--- src/rtl/fetch_pkg.sv ---
// fetch_pkg: shared state encoding and constants for the fetch sequencer
package fetch_pkg;
  typedef enum logic [2:0] {IDLE, REQ, WAIT, HOLD, DISCARD, ERR} fetch_state_t;
  localparam logic [31:0] NOP_INSTR = 32'h0000_0033;
  localparam logic [31:0] PC_STEP = 32'd4;
endpackage

--- src/rtl/fetch_hold_buf.sv ---
// fetch_hold_buf: one-entry pc/instruction buffer that keeps a response while decode stalls
module fetch_hold_buf
  import fetch_pkg::*;
(
  input  logic        clk,
  input  logic        rst,
  input  logic        load,
  input  logic        clear,
  input  logic [31:0] pc_in,
  input  logic [31:0] instr_in,
  output logic        valid,
  output logic [31:0] pc,
  output logic [31:0] instr
);
  // clear wins over load so a redirect always empties the buffer
  always_ff @(posedge clk or negedge rst)
    if (!rst) begin
      valid <= 1'b0;
      pc    <= '0;
      instr <= NOP_INSTR;
    end else if (clear) begin
      valid <= 1'b0;
    end else if (load) begin
      valid <= 1'b1;
      pc    <= pc_in;
      instr <= instr_in;
    end
endmodule

--- src/rtl/fetch_seq_ctrl.sv ---
// fetch_seq_ctrl: fetch-stage sequencer driving imem requests and the IF/ID register inputs
module fetch_seq_ctrl
  import fetch_pkg::*;
#(
  parameter logic [31:0] RESET_PC = 32'h0000_0000,
  parameter int          MAX_WAIT = 15
) (
  input  logic        clk,
  input  logic        rst,
  output logic        imem_req,
  output logic [31:0] imem_addr,
  input  logic        imem_rvalid,
  input  logic [31:0] imem_rdata,
  input  logic        redirect_valid,
  input  logic [31:0] redirect_pc,
  input  logic        id_stall,
  output logic [31:0] fetch_pc,
  output logic [31:0] fetch_instr,
  output logic        flush,
  output logic        fetch_valid,
  output logic        fetch_err
);
  fetch_state_t state, state_d;
  logic [31:0] pc_q, last_pc, last_instr, buf_pc, buf_instr;
  logic [8:0]  cnt;
  logic        buf_valid, in_err, redir, got, take, timeout;

  assign in_err  = state == ERR;
  assign redir   = redirect_valid && !in_err;
  assign got     = state == WAIT && imem_rvalid && !redir;
  assign take    = (got || state == HOLD) && !id_stall && !redir;
  assign timeout = cnt >= 9'(MAX_WAIT);

  fetch_hold_buf u_hold (
    .clk      (clk),
    .rst      (rst),
    .load     (got && id_stall),
    .clear    (redir || take),
    .pc_in    (pc_q),
    .instr_in (imem_rdata),
    .valid    (buf_valid),
    .pc       (buf_pc),
    .instr    (buf_instr)
  );

  // state register
  always_ff @(posedge clk or negedge rst)
    if (!rst) state <= IDLE;
    else      state <= state_d;

  // next state: redirect outranks everything but ERR; an issued request must be drained in DISCARD
  always_comb begin
    state_d = state;
    case (state)
      IDLE:    state_d = REQ;
      REQ:     state_d = redir ? DISCARD : WAIT;
      WAIT:    state_d = redir ? (imem_rvalid ? REQ : DISCARD)
                       : imem_rvalid ? (id_stall ? HOLD : REQ)
                       : timeout ? ERR : WAIT;
      HOLD:    state_d = (redir || !id_stall) ? REQ : HOLD;
      DISCARD: state_d = imem_rvalid ? REQ : (timeout && !redir) ? ERR : DISCARD;
      default: state_d = ERR;
    endcase
  end

  // fetch pc, response wait counter, and a copy of what IF/ID currently holds
  always_ff @(posedge clk or negedge rst)
    if (!rst) begin
      pc_q       <= RESET_PC;
      cnt        <= '0;
      last_pc    <= RESET_PC;
      last_instr <= NOP_INSTR;
    end else begin
      pc_q       <= redir ? (redirect_pc & ~32'd3) : take ? pc_q + PC_STEP : pc_q;
      cnt        <= state == REQ ? 9'd1
                  : ((state == WAIT || state == DISCARD) && !imem_rvalid) ? cnt + 9'd1 : cnt;
      last_pc    <= flush ? fetch_pc - PC_STEP : fetch_pc;
      last_instr <= flush ? NOP_INSTR : fetch_instr;
    end

  // outputs: bubble by default (IF/ID stores pc_i-4 on flush, so pc_q+4 lands as pc_q)
  always_comb begin
    imem_req    = rst && state == REQ;
    imem_addr   = pc_q;
    fetch_err   = rst && in_err;
    flush       = 1'b1;
    fetch_valid = 1'b0;
    fetch_pc    = rst ? pc_q + PC_STEP : RESET_PC + PC_STEP;
    fetch_instr = NOP_INSTR;
    if (rst && !in_err && !redir) begin
      if (state == WAIT && imem_rvalid)
        {flush, fetch_valid, fetch_pc, fetch_instr} = {2'b01, pc_q, imem_rdata};
      else if (state == HOLD)
        {flush, fetch_valid, fetch_pc, fetch_instr} = {1'b0, buf_valid, buf_pc, buf_instr};
      else if (id_stall)
        {flush, fetch_valid, fetch_pc, fetch_instr} = {2'b00, last_pc, last_instr};
    end
  end
endmodule

--- config.mk ---
export PLATFORM = sky130hd
export DESIGN_NAME = fetch_seq_ctrl
export DESIGN_NICKNAME = d
export VERILOG_FILES = /design/src/rtl/fetch_pkg.sv /design/src/rtl/fetch_hold_buf.sv /design/src/rtl/fetch_seq_ctrl.sv
export SDC_FILE = /design/constraint.sdc
export NUM_CORES = 1
export LEC_CHECK = 0
export BUFFER_PORTS_ARGS = -buffer_cell sky130_fd_sc_hd__buf_2
export CAP_MARGIN = 10
export CORE_MARGIN = 4
export CORE_UTILIZATION = 28
export CTS_CLUSTER_DIAMETER = 150
export CTS_CLUSTER_SIZE = 8
export DETAILED_ROUTE_END_ITERATION = 8
export PLACE_DENSITY = 0.53
export SLEW_MARGIN = 40
export SYNTH_ARGS = -nofsm -noshare
export SYNTH_HDL_FRONTEND = slang
export SYNTH_SLANG_ARGS = --single-unit
--- constraint.sdc ---
create_clock -name clk -period 4 [get_ports clk]
set_clock_uncertainty 0.05 [all_clocks]
set_input_delay 0.6 -clock clk [delete_from_list [all_inputs] [get_ports clk]]
set_output_delay 0.6 -clock clk [all_outputs]
set_load 0.01 [all_outputs]
==> results.py <==
metrics = {
    "cts": {
        "htree_num_levels": 4,
        "clock-sinks": 169,
        "cts_buffers": 17,
        "path_clk_slew_ns": 0.07,
        "cts_setup_buffers": 0,
        "ctsLongestPathBuffers": 2,
        "cts_tree": "done",
        "cts_root_buf": "clkbuf_16",
        "clkLatencyLatePin_ns": 0.44,
    },
    "pwr": {
        "switching_share_pct": 41.00,
        "total_leakage_power_nw": 5.122,
        "peakVddDrop_mv": 0.3357,
        "share_seq_of_total_power_pct": 36.8,
        "p_sw_mw": 2.803,
        "pwr_density_cell_mw_per_mm2": 580.8,
        "p_int_mw": 4.034,
        "p_comb_share_pct": 40.2,
        "power.clock.fraction_pct": 23.0,
    },
    "finish": {
        "syn2layout_area_growth_pct": 21.52,
        "nNetsFinal": 1265,
        "layout_common_cells": "163 x buf_2, 160 x dfrtp_1, 94 x nand2_1",
        "final_common_cell": "buf_2",
        "drive_above_1_share_pct": 29.34,
        "fin_area_mm2": 0.01177,
        "diodes": 0,
    },
    "sta": {
        "min_period_ns": 3.821,
        "max_freq_mhz": 261.7,
        "setup-violations-final": 0,
        "slew_headroom_pct": 54.47,
        "hold_violations": 0,
        "setup_tns_ns": 0,
        "report.final.slew_viol_count": 0,
        "worst_pin_slew_ns": 0.6829,
        "finalCritPeriodShare_pct": 95.53,
        "worst_slack_ns": 0.1789,
        "rsz0062_at_grt": "false",
    },
    "critical_path": {
        "critPathLaunchType": "register",
        "crit_path_max_incr_delay_ns": 0.51,
        "cp_cell_sequence": "ha_1, nand2_1, or3_1, nor3_1, mux2_2, o211a_1, buf_2",
        "r2r_slack_ns": 0.58,
        "cp_max_fo": 8,
        "worst_path_max_delay_cell": "dfrtp_1",
        "path_buf_inv": 1,
        "crit_family": "simple AND/OR/NAND/NOR gates",
        "criticalPathCategory": "register to primary output",
        "required_ns": 3.35,
        "arrival_ns": 3.17,
        "cp-end-kind": "primary output",
    },
    "worst_hold_path": {
        "hp-class": "input port to register",
    },
    "route": {
        "drc_errors": 0,
        "dr_total_vias": 8577,
        "drt-initial-drc-count": 706,
        "wl_per_cell_um": 19.63,
        "first_pass_iters": 5,
        "ant_nets": 0,
        "viasPerCell": 5.195,
        "drt-total-wl_um": 32410,
    },
    "floorplan": {
        "rows": 67,
        "start_util_pct": 28.60,
        "chipWidth_um": 194,
        "core-area_mm2": 0.03387,
        "die_area_mm2": 0.03764,
        "die_h_um": 194,
        "io_pins": 169,
    },
    "global_route": {
        "grt_max_degree": 73,
        "grt_pass1_vias": 8568,
        "grt-ovfl-total": 0,
        "track_usage_pct": 17.03,
        "grt_first_pass_wirelength_um": 50650,
        "antenna_found_initial": 0,
    },
    "logic_synthesis": {
        "synth_top_area_cell": "dfrtp_1",
        "synth-main-ff-cell": "dfrtp_1",
        "ys_ff_latch": 169,
        "netlist.area_leader.share_pct": 41.59,
        "yosysWarningCount": 0,
        "ys_top_cells_by_area": "dfrtp_1 42%, mux2_2 7.2%, xnor2_1 5.0%, o21ai_0 4.6%, nand2_1 3.7%",
        "yosysUniqueCellTypes": 80,
        "synth_cells": 1040,
        "ys_seq_area_share_pct": 43.76,
        "ys_async_sr_fraction_pct": 100.0,
        "syn_area_per_cell_um2": 9.314,
        "synth.cell_area_mm2": 0.009687,
        "synth_edf_count": 0,
    },
    "placement": {
        "post-place-ws_ns": 0.4879,
        "hpwl_um": 22690,
        "placed_cell_area_mm2": 0.01121,
        "portBuffers": 164,
        "gp_congestion": 0.8331,
    },
    "run": {
        "drv_cap": 0,
    },
    "outcome": {
        "status": "finished, final reports clean",
    },
}
-- cell usage after synthesis (3+ instances only) --
library cell / number
nand3b_1: 3
o31ai_1: 4
a31oi_1: 5
a211oi_1: 5
buf_4: 7
mux2_2: 62
o211ai_1: 9
and4_1: 6
nor4bb_1: 3
dfrtp_1: 161
nand2b_1: 13
ha_1: 3
xnor2_1: 55
dfstp_2: 8
nand2_1: 96
nor2_1: 90
nor3_1: 18
a22oi_1: 31
and3b_1: 3
a21oi_1: 59
or3_1: 12
nand4b_1: 3
nor4_1: 11
nand4_1: 11
nand3_1: 34
a32oi_1: 5
a2111oi_0: 3
o21ai_0: 89
a221oi_1: 7
and3_1: 8
or4_1: 4
buf_1: 6
o21a_1: 3
nor3b_1: 6
mux2i_1: 3
o22ai_1: 10
and2_1: 7
inv_1: 16
o31a_1: 3
xor2_1: 24
buf_2: 29
clkbuf_1: 52
nor2b_1: 5
-- metal layers --
layer / up-vias / wire, um / global-route usage [%]
met4: 0 / 443 / 3.932
met3: 35 / 1676 / 3.632
li1: 4014 / - / -
met1: 4251 / 15050 / 23.99
met5: - / 0 / 0
met2: 277 / 15250 / 26.96
-- metrics by stage --
step | hold slack, ns | power (mW) | cells | util, %
after floorplan | 0.2544 | 4.157 | 1041 | -
after global placement | 0.4009 | 5.249 | 1621 | 33.09
after detailed placement | 0.4019 | 5.278 | 1621 | 33.09
after CTS | 0.3309 | 6.882 | 1651 | 34.68
after global routing | 0.3390 | 7.268 | 1651 | 34.76
final | 0.3565 | 6.837 | 1651 | 34.76
-- kinds of logic after synthesis --
logic type | Yosys count | synth area share [%]
and+or+nand+nor | 350 | 18.90
AOI/OAI and AO/OA | 261 | 17.18
DFF | 169 | 43.76
buffers and inverters | 112 | 5.076
xor gates and xnor gates | 79 | 7.143
muxes | 65 | 7.517
adders and majority gates | 3 | 0.3875
other | 1 | 0.03871
-- registers in the layout, indices dropped and copies added, names as in the netlist --
| name | cells |
|---|---|
| last_instr | 32 |
| last_pc | 32 |
| u_hold.instr | 32 |
| imem_addr | 30 |
| u_hold.pc | 30 |
| cnt | 9 |
| state | 3 |
| u_hold.valid | 1 |
-- cell type report --
cell class / instances / area (um^2)
clock buffers: 21 / 450.4
well taps: 448 / 560.5
fillers: 3573 / 22100
repair buffers: 229 / 1380
clock inverters: 8 / 76.32
flip-flops and latches: 169 / 4240
inverters: 16 / 60.06
multi-input cells: 760 / 5004
-- path summary, 6_finish.rpt --
path                             endpoint  cells past startpoint            start
max                          fetch_pc[26]                      7     imem_addr[2]
min                         imem_addr[31]                      3  redirect_pc[31]
max reg2reg                   last_pc[31]                      9     imem_addr[2]
min reg2reg                last_instr[28]                      2   last_instr[28]
max in group asynchronous   last_instr[1]                      5              rst
min in group asynchronous     last_pc[14]                      2              rst
-- repair_timing --
| action | in CTS | in global routing |
|---|---|---|
| gates resized for setup | 1 | 6 |
| hold buffers | 1 | 0 |
| hold endpoints to repair | 4 | 0 |
| endpoints found under the setup margin | 1 | 33 |
-- worst min-delay path, stage by stage --
cell	delay [ns]
buf_2	0.08
nor2_1	0.03
a21oi_1	0.09
-- power by group through the flow --
stage	logic (mW)	registers (mW)	clock network, mW
after floorplan	1.83	2.33	0
after global placement	2.71	2.54	0
after detailed placement	2.74	2.54	0
after CTS	2.75	2.51	1.62
after global routing	3.01	2.57	1.69
final	2.75	2.52	1.58
(Power assumes the default switching activity.)
